$ cat src/rtl/pkt_drain_dispatch.sv
`default_nettype none
// +----------------------------------------------------------------------------+
// | pkt_drain_dispatch: drains one FWFT-FIFO packet per queued action,          |
// | forwarding it tagged with its port or discarding it.                        |
// | Optional build macro PKT_DRAIN_STATS_EN adds fwd_cnt/drop_cnt.  Rev 1.0     |
// +----------------------------------------------------------------------------+
module pkt_drain_dispatch #(
  parameter int ACTION_W  = 64,
  parameter int DATA_W    = 64,
  parameter int PORT_W    = 4,
  parameter int ACT_DEPTH = 4,
  parameter int SOP_CNT_W = 4
) (
  input  logic                clk,
  input  logic                rst_n,
  input  logic                allow_drain,
  input  logic [ACTION_W-1:0] action_latched,
  input  logic                pkt_start_latched,
  input  logic                fifo_empty,
  input  logic [DATA_W-1:0]   fifo_dout,
  input  logic                fifo_eop,
  output logic                fifo_rd_en,
  output logic                out_valid,
  input  logic                out_ready,
  output logic [DATA_W-1:0]   out_data,
  output logic                out_sop,
  output logic                out_eop,
  output logic [PORT_W-1:0]   out_port,
  output logic                busy,
  output logic                err_act_ovf,
  output logic                err_sop_ovf
`ifdef PKT_DRAIN_STATS_EN
  ,
  output logic [31:0]         fwd_cnt,
  output logic [31:0]         drop_cnt
`endif
);

  localparam int ACT_AW = (ACT_DEPTH > 1) ? $clog2(ACT_DEPTH) : 1;
  localparam int ENT_W  = PORT_W + 1;

  typedef enum logic [1:0] {
    IDLE = 2'd0,
    FWD  = 2'd1,
    DROP = 2'd2
  } state_t;

  state_t state;
  state_t state_nx;

  // Only the drop flag and port field of an action are ever used.
  logic [ENT_W-1:0]  act_mem [ACT_DEPTH];
  logic [ACT_AW:0]   wr_ptr;
  logic [ACT_AW:0]   rd_ptr;
  logic [ENT_W-1:0]  head;
  logic              q_empty;
  logic              q_full;
  logic              push;
  logic              launch;

  logic [SOP_CNT_W-1:0] sop_pend;
  logic                 first;
  logic                 fwd_valid;
  logic                 fwd_take;
  logic                 drop_take;

  generate
    if (ACTION_W > ENT_W) begin : g_act_unused
      logic unused_act_bits;
      assign unused_act_bits = ^action_latched[ACTION_W-1:ENT_W];
    end
  endgenerate

  assign q_empty = (wr_ptr == rd_ptr);
  assign q_full  = (wr_ptr[ACT_AW] != rd_ptr[ACT_AW]) &&
                   (wr_ptr[ACT_AW-1:0] == rd_ptr[ACT_AW-1:0]);
  assign head    = act_mem[rd_ptr[ACT_AW-1:0]];
  assign push    = allow_drain && (!q_full || launch);

  always_ff @(posedge clk) begin
    if (push) begin
      act_mem[wr_ptr[ACT_AW-1:0]] <= action_latched[ENT_W-1:0];
    end
  end

  always_ff @(posedge clk) begin
    if (!rst_n) begin
      wr_ptr      <= '0;
      rd_ptr      <= '0;
      err_act_ovf <= 1'b0;
    end else begin
      if (push) begin
        wr_ptr <= wr_ptr + {{ACT_AW{1'b0}}, 1'b1};
      end
      if (launch) begin
        rd_ptr <= rd_ptr + {{ACT_AW{1'b0}}, 1'b1};
      end
      if (allow_drain && q_full && !launch) begin
        err_act_ovf <= 1'b1;
      end
    end
  end

  // Pending-SOP count: simultaneous increment and launch cancel out.
  always_ff @(posedge clk) begin
    if (!rst_n) begin
      sop_pend    <= '0;
      err_sop_ovf <= 1'b0;
    end else begin
      case ({pkt_start_latched, launch})
        2'b10: begin
          if (sop_pend == {SOP_CNT_W{1'b1}}) begin
            err_sop_ovf <= 1'b1;
          end else begin
            sop_pend <= sop_pend + {{(SOP_CNT_W-1){1'b0}}, 1'b1};
          end
        end
        2'b01:   sop_pend <= sop_pend - {{(SOP_CNT_W-1){1'b0}}, 1'b1};
        default: sop_pend <= sop_pend;
      endcase
    end
  end

  assign fwd_valid = (state == FWD) && !fifo_empty;
  assign fwd_take  = fwd_valid && out_ready;
  assign drop_take = (state == DROP) && !fifo_empty;

  always_ff @(posedge clk) begin
    if (!rst_n) begin
      state <= IDLE;
    end else begin
      state <= state_nx;
    end
  end

  always_comb begin
    state_nx   = state;
    launch     = 1'b0;
    fifo_rd_en = 1'b0;
    out_valid  = 1'b0;
    out_sop    = 1'b0;
    case (state)
      IDLE: begin
        if (!q_empty && (sop_pend != '0) && !fifo_empty) begin
          launch   = 1'b1;
          state_nx = head[0] ? DROP : FWD;
        end
      end
      FWD: begin
        out_valid  = fwd_valid;
        out_sop    = fwd_valid && first;
        fifo_rd_en = fwd_take;
        if (fwd_take && fifo_eop) begin
          state_nx = IDLE;
        end
      end
      DROP: begin
        fifo_rd_en = drop_take;
        if (drop_take && fifo_eop) begin
          state_nx = IDLE;
        end
      end
      default: state_nx = IDLE;
    endcase
  end

  always_ff @(posedge clk) begin
    if (!rst_n) begin
      out_port <= '0;
      first    <= 1'b1;
    end else if (launch) begin
      out_port <= head[PORT_W:1];
      first    <= 1'b1;
    end else if (fwd_take) begin
      first    <= 1'b0;
    end
  end

  assign out_data = fifo_dout;
  assign out_eop  = fifo_eop;
  assign busy     = (state != IDLE);

`ifdef PKT_DRAIN_STATS_EN
  always_ff @(posedge clk) begin
    if (!rst_n) begin
      fwd_cnt  <= '0;
      drop_cnt <= '0;
    end else begin
      if (fwd_take && fifo_eop) begin
        fwd_cnt <= fwd_cnt + 32'd1;
      end
      if (drop_take && fifo_eop) begin
        drop_cnt <= drop_cnt + 32'd1;
      end
    end
  end
`endif

endmodule
`default_nettype wire
$ cat config.mk
export PLATFORM = sky130hd
export DESIGN_NAME = pkt_drain_dispatch
export DESIGN_NICKNAME = d
export VERILOG_FILES = /design/src/rtl/pkt_drain_dispatch.sv
export SDC_FILE = /design/constraint.sdc
export NUM_CORES = 1
export LEC_CHECK = 0
export ABC_CLOCK_PERIOD_IN_PS = 2000
export CAP_MARGIN = 5
export CORE_UTILIZATION = 29
export CTS_CLUSTER_DIAMETER = 150
export CTS_CLUSTER_SIZE = 24
export DETAILED_ROUTE_END_ITERATION = 8
export HOLD_SLACK_MARGIN = 0.15
export PLACE_DENSITY = 0.78
export SLEW_MARGIN = 5
export SYNTH_ARGS = -nofsm -noshare
export SYNTH_HDL_FRONTEND = slang
export SYNTH_SLANG_ARGS = --single-unit
$ cat constraint.sdc
create_clock -name clk -period 2 [get_ports clk]
set_input_delay 0.3 -clock clk [delete_from_list [all_inputs] [get_ports clk]]
set_output_delay 0.3 -clock clk [all_outputs]
set_load 0.03 [all_outputs]
==> run_results.csv <==
group,metric,value,unit
floorplanning,placeableCoreArea,7850,um^2
routing,route.detailed.drc,0,
yosys,synth_edf_count,20,
yosys,yosys_warnings,0,
sta,skew,0.00795,ns
yosys,synth_top_family_by_area,"buffers and inverters",
yosys,yosysMostFrequentCell,"buf_4",
yosys,async_flop_share,0,%
floorplanning,die_h,92.8,um
floorplanning,initial_core_util,30.4,%
floorplanning,dieArea,8600,um^2
setup_path,crit_fanout,3,
cells_and_area,regArea,1020,um^2
setup_path,worstPathArrival,2.07,ns
floorplanning,die_w,92.8,um
global_route,overflow,0,
cells_and_area,n_fill_cell,814,
yosys,yosysSeqAreaShare,42.7,%
floorplanning,rows,32,
sta,min_period_over_period,92.6,%
yosys,syn-num-nets,361,
routing,avgViaCountPerCell,4.58,
sta,report.final.slew_viol_count,0,
routing,wl,5100,um
setup_path,crit_path_start_kind,"flip-flop",
sta,setup_viol,0,
yosys,synth_area_leaders,"edfxtp_1 (25%), buf_4 (20%), dfxtp_1 (18%)",
floorplanning,io_pins,210,
yosys,ys_top_cells_by_count,"buf_4 (65), dfxtp_1 (21), edfxtp_1 (20), nand2_1 (13), nor2_1 (11)",
sta,period_minus_slack,1.85,ns
global_route,first_global_vias,1343,
routing,met1_length,1540,um
yosys,syn_inst,217,
cells_and_area,drive_gt1_share,23.7,%
sta,hold_viol_final,0,
yosys,netlist_area,2390,um^2
global_route,grt_util_all_layers,12.1,%
routing,met3_length,593,um
yosys,yosys.area_share.adder,4.71,%
yosys,synth-seq-cells,41,
routing,drt-initial-drc-count,34,
flow_run,cap_violations,0,
clock_network,clk_latency,0.29,ns
yosys,ys.flop_type,"dfxtp_1",
sta,relSlewSlack,65.5,%
clock_network,numCtsBuffers,5,
cells_and_area,layout.nets,329,
routing,top_layer_used,"met4",
routing,antenna_left,0,
cells_and_area,final_util,30.6,%
cells_and_area,multi_input_area,840,um^2
clock_network,cts_tree,"built",
yosys,synth_xor_area_share,2.88,%
cells_and_area,stdcell_area,2400,um^2
setup_path,path_class,"reg -> reg",
yosys,muxShareOfSynthArea,7.23,%
placed_design,place_area,2300,um^2
power,finalPower,1.87,mW
yosys,synth_compound_area_share,7.07,%
sta,finalSetupTns,0,ns
outcome,outcome,"finished, final reports clean",
setup_path,critical_path_required,2.22,ns
global_route,antenna_found_initial,0,
sta,tightest_slew,0.517,ns
placed_design,io_buffers,22,
routing,dr.pass1.iters,7,
clock_network,clk_pin_slew_worst_paths,0.08,ns
setup_path,endpoint_kind,"flip-flop",
sta,holdWs,0.470,ns
power,vdd_drop_max,0.384,mV
clock_network,cts_hold_buf,0,
clock_network,cts_htree_levels,2,
global_route,grt_max_degree,16,
clock_network,clock-sinks,41,
power,p_leak,0.873,nW
routing,wl_met2,2820,um
yosys,avgSynthCellArea,11.0,um^2
clock_network,cts_root_buf,"clkbuf_8",
clock_network,clk_path_buf_depth,2,
yosys,synth_simple_gate_area_share,11.9,%
routing,dr_total_vias,1319,
min_path,hold_class,"reg -> reg",
yosys,ys_types,41,
yosys,yosysTopAreaCell,"edfxtp_1",
placed_design,gp_congestion,0.748,
sta,grt_setup_unrepaired,"no",
sta,fmaxAchievable,540,MHz
placed_design,place_hpwl,4160,um
cells_and_area,syn_to_final_growth,0.471,%
cells_and_area,num_antenna_cells,0,
routing,wl_per_cell,17.7,um
global_route,grt_pass1_wl,7610,um
yosys,yosysTopAreaCellShare,25.1,%
power,power_density,781,nW/um^2
-- final timing paths --
| kind | from | end | slack (ns) | depth (start not counted) |
|---|---|---|---|---|
| worst max-delay path | state[1]$_SDFFE_PN0P_ | sop_pend[2]$_SDFFE_PN0P_ | 0.15 | 10 |
| worst min-delay path | first$_SDFFE_PP1P_ | first$_SDFFE_PP1P_ | 0.47 | 2 |
| worst max register to register | state[1]$_SDFFE_PN0P_ | sop_pend[2]$_SDFFE_PN0P_ | 0.15 | 10 |
| worst min register to register | first$_SDFFE_PP1P_ | first$_SDFFE_PP1P_ | 0.47 | 2 |
-- critical path, cell delays in order (launching register included) --
cell and delay, ns:
dfxtp_1 0.34, inv_2 0.09, ha_4 0.16, inv_4 0.04, nor3_4 0.18, nand3b_1 0.15
xnor2_1 0.20, ha_2 0.26, nor3_4 0.06, a22oi_4 0.11, mux2i_1 0.18
-- flip-flops by register name, indices dropped and copies added, names as in the netlist, named ones only --
| name | count |
|---|---|
| sop_pend | 4 |
| err_act_ovf | 1 |
| rd_ptr | 3 |
| err_sop_ovf | 1 |
| out_port | 4 |
| state | 2 |
| act_mem | 20 |
| first | 1 |
| wr_ptr | 3 |
-- where the power goes --
group | internal [mW] | leakage [nW] | total, mW | switching, mW
Combinational | 0.192 | 0.480 | 0.381 | 0.189
Clock | 0.242 | 0.0388 | 0.523 | 0.281
Sequential | 0.928 | 0.354 | 0.970 | 0.0419
Total | 1.36 | 0.873 | 1.87 | 0.512
-- cell families after synthesis --
kind of cell,count (synthesis)
buffers and inverters,78
and+or+nand+nor,49
DFF,41
AOI/OAI and AO/OA,22
muxes,11
adders and majority gates,9
xor gates and xnor gates,7
-- area by class of cell --
cell class	count	area share, %
Multi-Input combinational cell	98	35.0
Tap cell	102	5.32
Sequential cell	41	42.5
Clock buffer	6	3.02
Timing Repair Buffer	31	12.3
Inverter	8	1.36
Clock inverter	2	0.469
-- cells in the final DEF (no fill, tap or decap), types with 2 or more instances in the layout --
cell type / n
nand2_1: 13
a311oi_1: 2
a21oi_1: 9
inv_1: 5
nor3b_2: 2
nand3_1: 5
clkbuf_8: 5
and2_1: 2
dfxtp_1: 21
edfxtp_1: 20
xnor2_1: 5
nand4b_1: 2
mux4_2: 5
inv_2: 2
clkdlybuf4s50_1: 18
ha_1: 7
nand4_1: 2
buf_4: 11
nor2b_1: 2
nor3_4: 2
nor2_1: 11
o21ai_0: 2
mux2i_1: 6
and2_2: 3
-- through the flow --
step                      std cells  worst slack, ns
after floorplan                 217          0.00607
after global routing            288           0.0288
after CTS                       288          0.00741
after global placement          280           0.0406
final                           288            0.148
after detailed placement        280           0.0147
-- what timing repair did --
item | CTS | global route
buffers inserted | 0 | 0
setup endpoints to repair | 0 | 3
gates resized for setup | 0 | 5
-- metal layers --
| layer | global-route usage, % | up-vias |
|---|---|---|
| met5 | 0 | - |
| li1 | - | 615 |
| met1 | 10.4 | 604 |
| met4 | 6.15 | 0 |
| met2 | 23.1 | 76 |
| met3 | 5.42 | 24 |
Power figures use the tool's default switching activity.
